===== config.mk =====
export PLATFORM = sky130hd
export DESIGN_NAME = magnitude_pipe
export DESIGN_NICKNAME = d
export VERILOG_FILES = /design/src/rtl/magnitude_pkg.sv /design/src/rtl/grad_abs_trunc.sv /design/src/rtl/magnitude_pipe.sv
export SDC_FILE = /design/constraint.sdc
export NUM_CORES = 1
export LEC_CHECK = 0
export ABC_AREA = 1
export CORE_MARGIN = 2
export CORE_UTILIZATION = 32
export CTS_CLUSTER_DIAMETER = 60
export CTS_CLUSTER_SIZE = 30
export DETAILED_ROUTE_END_ITERATION = 8
export SETUP_SLACK_MARGIN = 0.5
export SLEW_MARGIN = 15
export SYNTH_ARGS = -nofsm -noshare
export SYNTH_HDL_FRONTEND = slang
export SYNTH_HIERARCHICAL = 1
export SYNTH_SLANG_ARGS = --single-unit
export TNS_END_PERCENT = 50

===== constraint.sdc =====
create_clock -name clk -period 10.3 [get_ports clk]
set_clock_uncertainty 0.1 [all_clocks]
set_input_delay 1.03 -clock clk [delete_from_list [all_inputs] [get_ports clk]]
set_output_delay 1.03 -clock clk [all_outputs]
set_load 0.05 [all_outputs]

===== src/rtl/magnitude_pkg.sv =====
// Shared types and defaults for the gradient-magnitude datapath.
package magnitude_pkg;

  typedef enum logic {MAG_L2 = 1'b0, MAG_L1 = 1'b1} mag_mode_t;

  localparam int GRAD_W_DEF  = 10;
  localparam int SHIFT_DEF   = 4;
  localparam int PIXEL_W_DEF = 4;
  localparam int L2_STEP_DEF = 3;
  localparam int L1_STEP_DEF = 4;

  // Width of a per-axis magnitude after abs and noise-floor truncation.
  function automatic int calc_aw(input int grad_w, input int shift);
    return grad_w - 1 - shift;
  endfunction

endpackage


===== src/rtl/grad_abs_trunc.sv =====
// Saturating absolute value of one signed gradient, then drop the noise-floor LSBs.
module grad_abs_trunc
  import magnitude_pkg::*;
#(
  parameter int GRAD_W = GRAD_W_DEF,
  parameter int SHIFT  = SHIFT_DEF,
  localparam int AW    = calc_aw(GRAD_W, SHIFT)
) (
  input  logic signed [GRAD_W-1:0] g_i,
  output logic        [AW-1:0]     m_o
);

  logic signed [GRAD_W-1:0] neg;
  logic        [GRAD_W-2:0] a;

  always_comb begin
    neg = -g_i;
    // The most-negative code has no positive twin; clamp it to the largest magnitude.
    if (g_i[GRAD_W-1] && (g_i[GRAD_W-2:0] == '0)) begin
      a = '1;
    end else if (g_i[GRAD_W-1]) begin
      a = neg[GRAD_W-2:0];
    end else begin
      a = g_i[GRAD_W-2:0];
    end
  end

  assign m_o = a[GRAD_W-2:SHIFT];

endmodule


===== src/rtl/magnitude_pipe.sv =====
// Three-stage gradient-magnitude pipeline (abs/truncate, metric, sum/quantise) with valid/ready.
module magnitude_pipe
  import magnitude_pkg::*;
#(
  parameter int GRAD_W  = GRAD_W_DEF,
  parameter int SHIFT   = SHIFT_DEF,
  parameter int PIXEL_W = PIXEL_W_DEF,
  parameter int L2_STEP = L2_STEP_DEF,
  parameter int L1_STEP = L1_STEP_DEF
) (
  input  logic                      clk,
  input  logic                      n_rst,
  input  logic                      in_valid,
  output logic                      in_ready,
  input  logic signed [GRAD_W-1:0]  gx,
  input  logic signed [GRAD_W-1:0]  gy,
  input  logic                      mode,
  output logic                      out_valid,
  input  logic                      out_ready,
  output logic        [PIXEL_W-1:0] pixel
);

  localparam int AW = calc_aw(GRAD_W, SHIFT);
  localparam int SW = 2 * AW + 1;

  function automatic logic [PIXEL_W-1:0] quantise(input logic [SW-1:0] s, input mag_mode_t md);
    logic [SW-1:0] q;
    if (md == MAG_L1) q = s / SW'(L1_STEP);
    else              q = s / SW'(L2_STEP);
    if (q > SW'((1 << PIXEL_W) - 1)) return '1;
    return q[PIXEL_W-1:0];
  endfunction

  logic adv1, adv2, adv3;

  logic                 vld_p0_q, vld_p1_q, vld_p2_q;
  logic [AW-1:0]        mx_d, my_d, mx_p0_q, my_p0_q;
  mag_mode_t            mode_p0_q, mode_p1_q;
  logic [2*AW-1:0]      mx_w, my_w, sx_d, sy_d, sx_p1_q, sy_p1_q;
  logic [PIXEL_W-1:0]   pixel_d, pixel_p2_q;

  // A stage may load when it is empty or the stage after it is moving.
  always_comb begin
    adv3 = !vld_p2_q || out_ready;
    adv2 = !vld_p1_q || adv3;
    adv1 = !vld_p0_q || adv2;
  end

  assign in_ready  = adv1;
  assign out_valid = vld_p2_q;
  assign pixel     = pixel_p2_q;

  grad_abs_trunc #(.GRAD_W(GRAD_W), .SHIFT(SHIFT)) u_abs_x (.g_i(gx), .m_o(mx_d));
  grad_abs_trunc #(.GRAD_W(GRAD_W), .SHIFT(SHIFT)) u_abs_y (.g_i(gy), .m_o(my_d));

  // Stage 1: per-axis magnitudes
  always_ff @(posedge clk or negedge n_rst) begin
    if (!n_rst) begin
      vld_p0_q  <= 1'b0;
      mx_p0_q   <= '0;
      my_p0_q   <= '0;
      mode_p0_q <= MAG_L2;
    end else if (adv1) begin
      vld_p0_q  <= in_valid;
      mx_p0_q   <= mx_d;
      my_p0_q   <= my_d;
      mode_p0_q <= mag_mode_t'(mode);
    end
  end

  always_comb begin
    mx_w = {{AW{1'b0}}, mx_p0_q};
    my_w = {{AW{1'b0}}, my_p0_q};
    if (mode_p0_q == MAG_L2) begin
      sx_d = mx_w * mx_w;
      sy_d = my_w * my_w;
    end else begin
      sx_d = mx_w;
      sy_d = my_w;
    end
  end

  // Stage 2: metric terms
  always_ff @(posedge clk or negedge n_rst) begin
    if (!n_rst) begin
      vld_p1_q  <= 1'b0;
      sx_p1_q   <= '0;
      sy_p1_q   <= '0;
      mode_p1_q <= MAG_L2;
    end else if (adv2) begin
      vld_p1_q  <= vld_p0_q;
      sx_p1_q   <= sx_d;
      sy_p1_q   <= sy_d;
      mode_p1_q <= mode_p0_q;
    end
  end

  assign pixel_d = quantise({1'b0, sx_p1_q} + {1'b0, sy_p1_q}, mode_p1_q);

  // Stage 3: quantised pixel, registered straight onto the output
  always_ff @(posedge clk or negedge n_rst) begin
    if (!n_rst) begin
      vld_p2_q   <= 1'b0;
      pixel_p2_q <= '0;
    end else if (adv3) begin
      vld_p2_q   <= vld_p1_q;
      pixel_p2_q <= pixel_d;
    end
  end

endmodule

==> results of run 1 <==
==> registers in the layout (all words and copies together), names as in the netlist <==
register / count
sy_p1_q: 10
out_valid: 1
mx_p0_q: 5
vld_p0_q: 1
mode_p1_q: 1
vld_p1_q: 1
my_p0_q: 5
mode_p0_q: 1
sx_p1_q: 10
pixel: 4
==> worst paths after layout <==
| check | from | to | slack (ns) | depth (start not counted) |
|---|---|---|---|---|
| max in group asynchronous | n_rst | mx_p0_q[1]$_DFFE_PN0P_ | 8.79 | 1 |
| worst min-delay path | vld_p1_q$_DFFE_PN0P_ | out_valid$_DFFE_PN0P_ | 0.39 | 2 |
| worst max-delay path | sx_p1_q[0]$_DFFE_PN0P_ | pixel[0]$_DFFE_PN0P_ | 5.80 | 33 |
| min in group asynchronous | n_rst | pixel[3]$_DFFE_PN0P_ | 0.76 | 1 |
| worst min register to register | vld_p1_q$_DFFE_PN0P_ | out_valid$_DFFE_PN0P_ | 0.39 | 2 |
| worst max register to register | sx_p1_q[0]$_DFFE_PN0P_ | pixel[0]$_DFFE_PN0P_ | 5.80 | 33 |
==> layout by cell type, fill, tap and decap left out, drive strengths merged, types with 4 or more instances in the layout <==
cell type	netlist	routed
nand2	153	153
clkdlybuf4s50	0	29
nand3	41	41
nor3	7	7
xnor2	6	6
xor2	4	4
o31ai	4	4
o21ai	35	35
dfrtp	39	39
fa	7	7
o211ai	4	4
inv	93	94
nor2	65	65
clkbuf	9	6
o21bai	8	8
ha	33	33
a21oi	17	17
a21o	7	7
==> tightest hold or removal path, stage by stage (launching register included) <==
cell and delay, ns:
sky130_fd_sc_hd__dfrtp_1 0.34, sky130_fd_sc_hd__inv_1 0.05, sky130_fd_sc_hd__nand2_1 0.06
==> power by group through the flow <==
stage / clock network, mW / registers, mW / logic, mW
detailed placement: 0 / 0.211 / 0.710
global placement: 0 / 0.211 / 0.687
CTS: 0.188 / 0.209 / 0.715
global route: 0.195 / 0.212 / 0.827
finish: 0.184 / 0.208 / 0.715
floorplan: 0 / 0.210 / 0.573
==> kinds of logic after synthesis <==
logic type	count (synthesis)	share of synthesized area, %
flip-flops	39	26.1
AO/OA/AOI/OAI	85	14.7
XOR/XNOR	10	2.54
adder cells (fa/ha/maj)	40	14.8
buffers and inverters	104	10.6
AND/OR/NAND/NOR	272	31.2
==> metal layers <==
layer	global-route usage (%)	share of wire, %	vias to the layer above
met4	2.20	0.32	0
met2	25.3	47	64
met5	0	0	-
met3	2.27	3.6	2
met1	17.7	49	1522
li1	-	-	1810
==> area by class of cell <==
type,instances,share of cell area (%)
Timing Repair Buffer,31,6.96
Clock buffer,6,3.19
Inverter,93,8.02
Sequential cell,39,22.4
Clock inverter,2,0.891
Tap cell,143,4.11
Multi-Input combinational cell,407,54.4
==> metrics.csv, run 1 <==
stage,metric,value,unit
route,detailroute.via_count,3398,
power_and_ir_drop,power.density_cell_area,254,nW/µm²
placement,io_buffer_count,30,
power_and_ir_drop,comb_power_share,64.6,%
cells_and_area,regArea,976,µm²
job,drv_cap,0,
placement,place_congestion,0.866,
die,floorplan.core_area,11400,µm²
critical_path,worst_ep_required_time,10.36,ns
synth,synth.distinct_cells,35,
power_and_ir_drop,internal_power,0.562,mW
synth,top_ff_cell_synth,sky130_fd_sc_hd__dfrtp_1,
critical_path,worst-path-max-fanout,4,
clocking,cts-hold-fix-buffers,0,
clocking,cts_sinks,39,
critical_path,critPathArrivalTime,4.56,ns
die,floorplan.io_pins,31,
placement,detailed_place_hpwl,6690,µm
global_routing,pin_count_of_the_biggest_net_entering_global_routing,40,
timing,whs,0.391,ns
timing,timing.final.hold_violations,0,
critical_path,worst_path_dominant_cell_family,simple AND/OR/NAND/NOR gates,
clocking,maximum_buffer_depth_of_the_clock_tree,2,
timing,fin_ws,5.80,ns
clocking,postCtsResizedCells,0,
synth,synthesis.area_per_instance,6.80,µm²
clocking,post_cts_buffers,0,
critical_path,timing.critical_path.mode_cell,sky130_fd_sc_hd__nand2_1,
timing,maximum_clock_frequency,222,MHz
die,die_area,12600,µm²
power_and_ir_drop,p_sw_share,49.3,%
synth,ys_warn_count,6,
synth,synthArstFlopShare,100,%
global_routing,grt_antenna_before_repair,0,
min_path,hold_class,register to register,
clocking,clk_pin_slew_worst_paths,0.06,ns
synth,synth_top_area_share,26.1,%
global_routing,grt_pass1_vias,3417,
cells_and_area,layout.core_utilization,38.1,%
global_routing,grt_util_overall,13.9,%
cells_and_area,diodes,0,
timing,maxSlewHeadroom,42.4,%
synth,syn-num-nets,615,
clocking,clk_latency,0.28,ns
critical_path,crit_path_start_kind,register,
power_and_ir_drop,netSwitchingPower,0.545,mW
placement,dp_cells,713,
timing,finalSetupTns,0,ns
cells_and_area,final_area,4350,µm²
die,die_h,112,µm
synth,netlist_top_cells_area,"sky130_fd_sc_hd__dfrtp_1, sky130_fd_sc_hd__nand2_1, sky130_fd_sc_hd__ha_1",
placement,placement.setup.worst_slack,5.79,ns
cells_and_area,fin_cells,721,
die,die_w,112,µm
clocking,cts_made_buffers,5,
power_and_ir_drop,ir_worst_vdd,0.261,mV
critical_path,crit_path_max_incr_delay,0.47,ns
route,final_antenna_net_count,0,
critical_path,critical_path.slowest_cell,sky130_fd_sc_hd__fa_1,
synth,netlist_top_cells_count,"sky130_fd_sc_hd__nand2_1, sky130_fd_sc_hd__inv_1, sky130_fd_sc_hd__nor2_1",
power_and_ir_drop,seq_power_share,18.8,%
timing,post-route-min-period,4.50,ns
route,drcViolationCount,0,
placement,placed_cell_area,4170,µm²
synth,synth_largest_area_cell,sky130_fd_sc_hd__dfrtp_1,
synth,post-synth-top-count-cell,sky130_fd_sc_hd__nand2_1,
die,start_util,32.8,%
power_and_ir_drop,share_of_power_burned_in_the_clock_network,16.6,%
clocking,cts_root_buf,sky130_fd_sc_hd__clkbuf_16,
synth,seq_cells_post_synth,39,
synth,synth_cells,550,
timing,slew_viol_final,0,
synth,number_of_enable_flip_flop_cells_after_synthesis,0,
clocking,clock_tree.htree_level_count,2,
global_routing,grt-ovfl-total,0,
clocking,tritoncts_clock_tree,built,
route,drt_first_pass_iters,5,
timing,fin_crit_sh,43.7,%
global_routing,grt_pass1_wl,14800,µm
power_and_ir_drop,final_total_pwr,1.11,mW
route,drtIter0Drc,162,
cells_and_area,layout-area-overhead-vs-synth,16.3,%
cells_and_area,fin_nets,642,
run_status,outcome,finished clean,
timing,max_slew.worst_pin.slew,0.865,ns
cells_and_area,share_of_final_layout_standard_cells_stronger_than_drive_strength_1,10.2,%
timing,rsz0062_at_grt,no,
route,average_wire_length_per_cell_after_detail_routing,11.3,µm
synth,seq_area_frac_synth,26.1,%
cells_and_area,multiInputGateArea,2370,µm²
cells_and_area,final.fill_count,1212,
die,placementRows,39,
critical_path,worst-path-buf-inv,2,
route,detail_route.wirelength,8160,µm
critical_path,worstSetupEndpointType,register,
critical_path,worst-setup-path-type,register to register,
route,via_per_inst,4.71,
power_and_ir_drop,power_leakage,2.40,nW
synth,syn-cell-area,3740,µm²
timing,setup_viol_count_final,0,
Power figures use the tool's default switching activity.
==> run 2: changes to the inputs <==
Clock period 10.3 ns to 3.6 ns, I/O delays scaled along.
==> run 2 against run 1 <==
The flow now finishes with violations (negative setup slack). Final cell count increased by 9.0%. Die area unchanged. Register-to-register slack got worse by 6.3 ns. First-iteration DRC count increased by 25%. Largest power group unchanged. Sequential power increased to 2.9 times the previous value. Maximum frequency increased by 10%. Sequential cell count unchanged. Sequential share of layout area decreased by 3.8 points.
==> metrics.csv, run 2 (synthesized netlist as in run 1, its figures left out) <==
stage,metric,value,unit,change
timing,fin_ws,-0.481,ns,was 5.80 ns
power_and_ir_drop,power.density_cell_area,858,nW/µm²,was 254 nW/µm²
placement,detailed_place_hpwl,7170,µm,was 6690 µm
power_and_ir_drop,power_leakage,2.75,nW,was 2.40 nW
global_routing,grt_util_overall,14.9,%,was 13.9%
global_routing,grt_pass1_wl,15700,µm,was 14800 µm
clocking,clk_latency,0.28,ns,about the same
timing,finalSetupTns,-0.697,ns,was 0 ns
critical_path,worst-path-max-fanout,4,,unchanged
critical_path,setup.reg_to_reg.worst_slack,-0.48,ns,was 5.80 ns
critical_path,crit_path_start_kind,register,,unchanged
critical_path,worst-setup-path-type,register to register,,unchanged
clocking,clock_tree.htree_level_count,2,,unchanged
critical_path,crit_path_max_incr_delay,0.39,ns,was 0.47 ns
timing,post-route-min-period,4.08,ns,was 4.50 ns
die,die_area,12600,µm²,unchanged
cells_and_area,fin_cells,786,,was 721
route,final_antenna_net_count,0,,unchanged
route,drcViolationCount,0,,unchanged
route,drt_first_pass_iters,4,,was 5
timing,rsz0062_at_grt,yes,,was no
cells_and_area,layout_commonest_cell,sky130_fd_sc_hd__nand2_1,,unchanged
timing,fin_crit_sh,113,%,was 43.7%
clocking,cts_made_buffers,5,,unchanged
route,detail_route.wirelength,9530,µm,was 8160 µm
critical_path,worstSetupEndpointType,register,,unchanged
timing,max_slew.worst_pin.slew,0.867,ns,was 0.865 ns
clocking,cts-hold-fix-buffers,0,,unchanged
die,placementRows,39,,unchanged
power_and_ir_drop,final_total_pwr,4.51,mW,was 1.11 mW
timing,setup_viol_count_final,2,,was 0
die,die_w,112,µm,unchanged
job,drv_cap,0,,unchanged
route,average_wire_length_per_cell_after_detail_routing,12.1,µm,was 11.3 µm
cells_and_area,diodes,0,,unchanged
cells_and_area,layout.core_utilization,46.0,%,was 38.1%
die,start_util,32.8,%,unchanged
placement,io_buffer_count,30,,unchanged
power_and_ir_drop,ir_worst_vdd,0.971,mV,was 0.261 mV
cells_and_area,largestRegisters,"sx_p1_q (10), sy_p1_q (10)",,unchanged
route,detailroute.via_count,3763,,was 3398
cells_and_area,layout-area-overhead-vs-synth,40.4,%,was 16.3%
clocking,cts_root_buf,sky130_fd_sc_hd__clkbuf_16,,unchanged
critical_path,worst_ep_required_time,3.67,ns,was 10.36 ns
global_routing,grt-ovfl-total,0,,unchanged
die,floorplan.io_pins,31,,unchanged
critical_path,critical_path.slowest_cell,sky130_fd_sc_hd__dfrtp_1,,was sky130_fd_sc_hd__fa_1
clocking,cts_sinks,39,,unchanged
timing,slew_viol_final,0,,unchanged
die,floorplan.core_area,11400,µm²,unchanged
global_routing,pin_count_of_the_biggest_net_entering_global_routing,40,,unchanged
clocking,maximum_buffer_depth_of_the_clock_tree,2,,unchanged
cells_and_area,layout.cells.most_common_list,"sky130_fd_sc_hd__nand2_1, sky130_fd_sc_hd__inv_1, sky130_fd_sc_hd__buf_4",,"was sky130_fd_sc_hd__nand2_1, sky130_fd_sc_hd__inv_1, sky130_fd_sc_hd__nor2_1"
timing,maxSlewHeadroom,42.2,%,was 42.4%
cells_and_area,fin_nets,707,,was 642
min_path,hold_class,input port to async pin,,was register to register
run_status,outcome,"finished, violations left",,was finished clean
route,drtIter0Drc,202,,was 162
placement,dp_cells,753,,was 713
timing,maximum_clock_frequency,245,MHz,was 222 MHz
critical_path,critPathArrivalTime,4.15,ns,was 4.56 ns
run_status,violations,negative setup slack,,
timing,timing.final.hold_violations,0,,unchanged
timing,whs,0.0777,ns,was 0.391 ns
placement,place_congestion,0.851,,was 0.866
cells_and_area,share_of_final_layout_standard_cells_stronger_than_drive_strength_1,30.0,%,was 10.2%
global_routing,grt_antenna_before_repair,0,,unchanged
clocking,tritoncts_clock_tree,built,,unchanged
die,die_h,112,µm,unchanged
route,via_per_inst,4.79,,was 4.71
critical_path,timing.critical_path.mode_cell,sky130_fd_sc_hd__nand2_2,,was sky130_fd_sc_hd__nand2_1
global_routing,grt_pass1_vias,3589,,was 3417
clocking,clk_pin_slew_worst_paths,0.06,ns,about the same
==> run 2: cell count changes in the layout (fill, tap and decap cells not counted), sizes merged <==
cell,before,now
inv,94,93
clkbuf,6,5
clkdlybuf4s50,29,28
buf,2,68
clkinv,0,2
==> run 2: metrics by stage <==
| step | cell area, µm² | worst slack (ns) |
|---|---|---|
| final | 5250 | -0.481 |
| after global routing | 5250 | -0.842 |
| after CTS | 5010 | -0.422 |
| after detailed placement | 4560 | -0.463 |
| after global placement | 4560 | -0.340 |
| after floorplan | 3850 | -0.179 |
==> run 2: routing by layer <==
| metal | track usage [%] | up-vias | routed length, µm | share of wire (%) |
|---|---|---|---|---|
| met5 | 0 | - | 0 | 0 |
| met4 | 3.25 | 0 | 133 | 1.4 |
| met3 | 2.21 | 15 | 300 | 3.1 |
| met2 | 28.3 | 69 | 5050 | 53 |
| met1 | 17.7 | 1745 | 4050 | 42 |
| li1 | - | 1934 | - | - |
==> run 2: repair_timing <==
item                                   4_1_cts  5_1_grt
pin swaps                                   36       17
resized for setup                           36       42
setup buffers                               16        9
setup endpoints to repair                   10       13
endpoints found under the hold margin        0        0
==> run 2: final cells by class <==
type	instances	area [µm²]
fillers	1168	6160
multi-input cells	407	2760
flip-flops and latches	39	977
repair buffers	96	815
inverters	93	352
well taps	143	179
clock buffers	5	125
clock inverters	3	43.8
==> run 2: final timing paths <==
check                                               to  cells past startpoint                   start
worst min-delay path              pixel[2]$_DFFE_PN0P_                      1                   n_rst
worst min register to register   out_valid$_DFFE_PN0P_                      2    vld_p1_q$_DFFE_PN0P_
min in group clk                 out_valid$_DFFE_PN0P_                      2    vld_p1_q$_DFFE_PN0P_
worst max-delay path              pixel[0]$_DFFE_PN0P_                     33  sy_p1_q[0]$_DFFE_PN0P_
worst max register to register    pixel[0]$_DFFE_PN0P_                     33  sy_p1_q[0]$_DFFE_PN0P_
max in group asynchronous       sy_p1_q[8]$_DFFE_PN0P_                      1                   n_rst
==> run 2: worst max-delay path: cells and delay by family (launching register included) <==
| family | cells | cell delay (ns) |
|---|---|---|
| AND/OR/NAND/NOR | 23 | 2.12 |
| adder cells (fa/ha/maj) | 3 | 0.81 |
| flip-flops | 1 | 0.39 |
| AO/OA/AOI/OAI | 4 | 0.37 |
| buffers and inverters | 3 | 0.17 |
==> run 2: where the power goes <==
part	internal (mW)	switching, mW	leakage, nW
sequential	0.520	0.0814	0.471
clock	0.327	0.186	0.0838
combinational	1.57	1.82	2.19
total	2.41	2.09	2.75
==> run 3: changes to the inputs <==
Settings changed: PLACE_DENSITY from default to 0.54.
Clock period 3.6 ns to 4.52 ns, I/O delays scaled along.
==> run 3 against run 2 <==
Count of clock-buffer cells in the layout unchanged. First-iteration DRC count is 22% lower. Final area up 2.7%. Utilization is 1.2 points higher. Sequential share of layout area fell by 0.40 points. Clock power is 19% lower. Sequential cell count is the same. The run now ends clean. Non-clock buffer count is 14 lower. Largest cell class unchanged. Combinational power up 4%.
==> metrics.csv, run 3 (synthesized netlist as in run 1, its figures left out) <==
stage,metric,value,unit,change
run_status,outcome,finished clean,,"was finished, violations left"
route,drt_first_pass_iters,4,,unchanged
die,die_h,112,µm,unchanged
cells_and_area,final_area,5400,µm²,was 5250 µm²
cells_and_area,layout-area-overhead-vs-synth,44.2,%,was 40.4%
timing,timing.final.hold_violations,0,,unchanged
global_routing,grt_pass1_vias,3748,,was 3589
cells_and_area,fin_nets,693,,was 707
critical_path,crit_path_start_kind,register,,unchanged
critical_path,worst-setup-path-type,register to register,,unchanged
route,drcViolationCount,0,,unchanged
route,detail_route.wirelength,10600,µm,was 9530 µm
die,floorplan.io_pins,31,,unchanged
global_routing,grt_antenna_before_repair,0,,unchanged
critical_path,crit_path_max_incr_delay,0.43,ns,was 0.39 ns
cells_and_area,share_of_final_layout_standard_cells_stronger_than_drive_strength_1,29.6,%,was 30.0%
power_and_ir_drop,final_total_pwr,4.44,mW,was 4.51 mW
min_path,hold_class,input port to async pin,,unchanged
critical_path,timing.critical_path.mode_cell,sky130_fd_sc_hd__buf_4,,was sky130_fd_sc_hd__nand2_2
timing,rsz0062_at_grt,yes,,unchanged
power_and_ir_drop,power.density_cell_area,822,nW/µm²,was 858 nW/µm²
die,die_area,12600,µm²,unchanged
placement,detailed_place_hpwl,6930,µm,was 7170 µm
timing,fin_crit_sh,94.0,%,was 113%
placement,dp_cells,714,,was 753
route,drtIter0Drc,157,,was 202
cells_and_area,layout.cells.most_common_list,"sky130_fd_sc_hd__nand2_1, sky130_fd_sc_hd__inv_1, sky130_fd_sc_hd__nor2_1",,"was sky130_fd_sc_hd__nand2_1, sky130_fd_sc_hd__inv_1, sky130_fd_sc_hd__buf_4"
placement,place_congestion,0.930,,was 0.851
clocking,cts_made_buffers,5,,unchanged
timing,max_slew.worst_pin.slew,0.892,ns,was 0.867 ns
clocking,clock_tree.htree_level_count,2,,unchanged
cells_and_area,multiInputGateArea,2980,µm²,was 2760 µm²
critical_path,critPathArrivalTime,4.29,ns,was 4.15 ns
clocking,clk_latency,0.28,ns,about the same
die,placementRows,39,,unchanged
cells_and_area,largestRegisters,"sx_p1_q (10), sy_p1_q (10)",,unchanged
timing,slew_viol_final,0,,unchanged
global_routing,pin_count_of_the_biggest_net_entering_global_routing,40,,unchanged
global_routing,grt_pass1_wl,16400,µm,was 15700 µm
route,detailroute.via_count,3781,,was 3763
placement,io_buffer_count,30,,unchanged
power_and_ir_drop,power_leakage,2.76,nW,was 2.75 nW
cells_and_area,final.fill_count,1109,,was 1168
cells_and_area,fin_cells,772,,was 786
timing,maximum_clock_frequency,235,MHz,was 245 MHz
route,average_wire_length_per_cell_after_detail_routing,13.7,µm,was 12.1 µm
timing,finalSetupTns,0,ns,was -0.697 ns
clocking,cts_sinks,39,,unchanged
die,floorplan.core_area,11400,µm²,unchanged
critical_path,worst_ep_required_time,4.56,ns,was 3.67 ns
job,drv_cap,0,,unchanged
clocking,cts_root_buf,sky130_fd_sc_hd__clkbuf_16,,unchanged
cells_and_area,layout_commonest_cell,sky130_fd_sc_hd__nand2_1,,unchanged
clocking,maximum_buffer_depth_of_the_clock_tree,2,,unchanged
global_routing,grt_util_overall,15.5,%,was 14.9%
global_routing,grt-ovfl-total,0,,unchanged
cells_and_area,regArea,982,µm²,was 977 µm²
die,die_w,112,µm,unchanged
timing,maxSlewHeadroom,40.5,%,was 42.2%
clocking,tritoncts_clock_tree,built,,unchanged
route,final_antenna_net_count,0,,unchanged
route,via_per_inst,4.90,,was 4.79
placement,placed_cell_area,4180,µm²,was 4560 µm²
critical_path,worst-path-max-fanout,4,,unchanged
clocking,clk_pin_slew_worst_paths,0.07,ns,was 0.06 ns
cells_and_area,diodes,0,,unchanged
timing,setup_viol_count_final,0,,was 2
die,start_util,32.8,%,unchanged
critical_path,worstSetupEndpointType,register,,unchanged
power_and_ir_drop,ir_worst_vdd,0.955,mV,was 0.971 mV
critical_path,critical_path.slowest_cell,sky130_fd_sc_hd__dfrtp_1,,unchanged
timing,post-route-min-period,4.25,ns,was 4.08 ns
[run 3: layout make-up]
class,instances,share of cell area (%)
multi-input cells,407,55.3
flip-flops and latches,39,18.2
repair buffers,82,13.4
inverters,93,6.56
well taps,143,3.32
clock buffers,5,2.32
clock inverters,3,0.858
[run 3: through the flow]
step | setup WS [ns] | hold WS [ns] | utilization [%]
global placement | 0.311 | 0.334 | 36.6
global route | 0.0694 | 0.284 | 47.3
finish | 0.272 | 0.189 | 47.3
detailed placement | 0.133 | 0.329 | 36.6
floorplan | 0.577 | 0.0564 | -
CTS | 0.486 | 0.244 | 42.2
[run 3: final timing paths]
check,start,to,slack [ns],depth (start not counted)
max,sy_p1_q[4]$_DFFE_PN0P_,pixel[3]$_DFFE_PN0P_,0.27,28
min,n_rst,mx_p0_q[4]$_DFFE_PN0P_,0.19,1
max reg2reg,sy_p1_q[4]$_DFFE_PN0P_,pixel[3]$_DFFE_PN0P_,0.27,28
min reg2reg,vld_p1_q$_DFFE_PN0P_,out_valid$_DFFE_PN0P_,0.34,2
max in group asynchronous,n_rst,sy_p1_q[8]$_DFFE_PN0P_,3.51,1
min in group clk,vld_p1_q$_DFFE_PN0P_,out_valid$_DFFE_PN0P_,0.34,2
[run 3: timing repair]
item / 4_1_cts / 5_1_grt
cloned: 0 / 0
pin swaps: 42 / 61
hold buffers: 0 / 0
gates resized for setup: 53 / 78
buffers inserted: 29 / 21
setup endpoints to repair: 1 / 4
[run 3: routing by layer]
metal,GRT usage [%],up-vias,wire length [µm]
li1,-,1913,-
met3,2.59,30,302
met2,27.2,77,5400
met4,6.02,0,395
met5,0,-,0
met1,18.9,1761,4470
[run 3: critical path: cells and delay by family (launching register included)]
family                     cells  cell delay [ns]
AOI/OAI and AO/OA              5             0.64
and+or+nand+nor               10             1.06
adders and majority gates      1             0.34
DFF                            1             0.43
xor gates and xnor gates       1             0.29
buffers and inverters         11             1.23
[run 3: where the power goes]
group / total (mW) / leakage, nW / internal [mW] / switching [mW]
Combinational: 3.52 / 2.21 / 1.64 / 1.88
Sequential: 0.496 / 0.466 / 0.416 / 0.0801
Clock: 0.417 / 0.0804 / 0.263 / 0.155
Total: 4.44 / 2.76 / 2.32 / 2.12
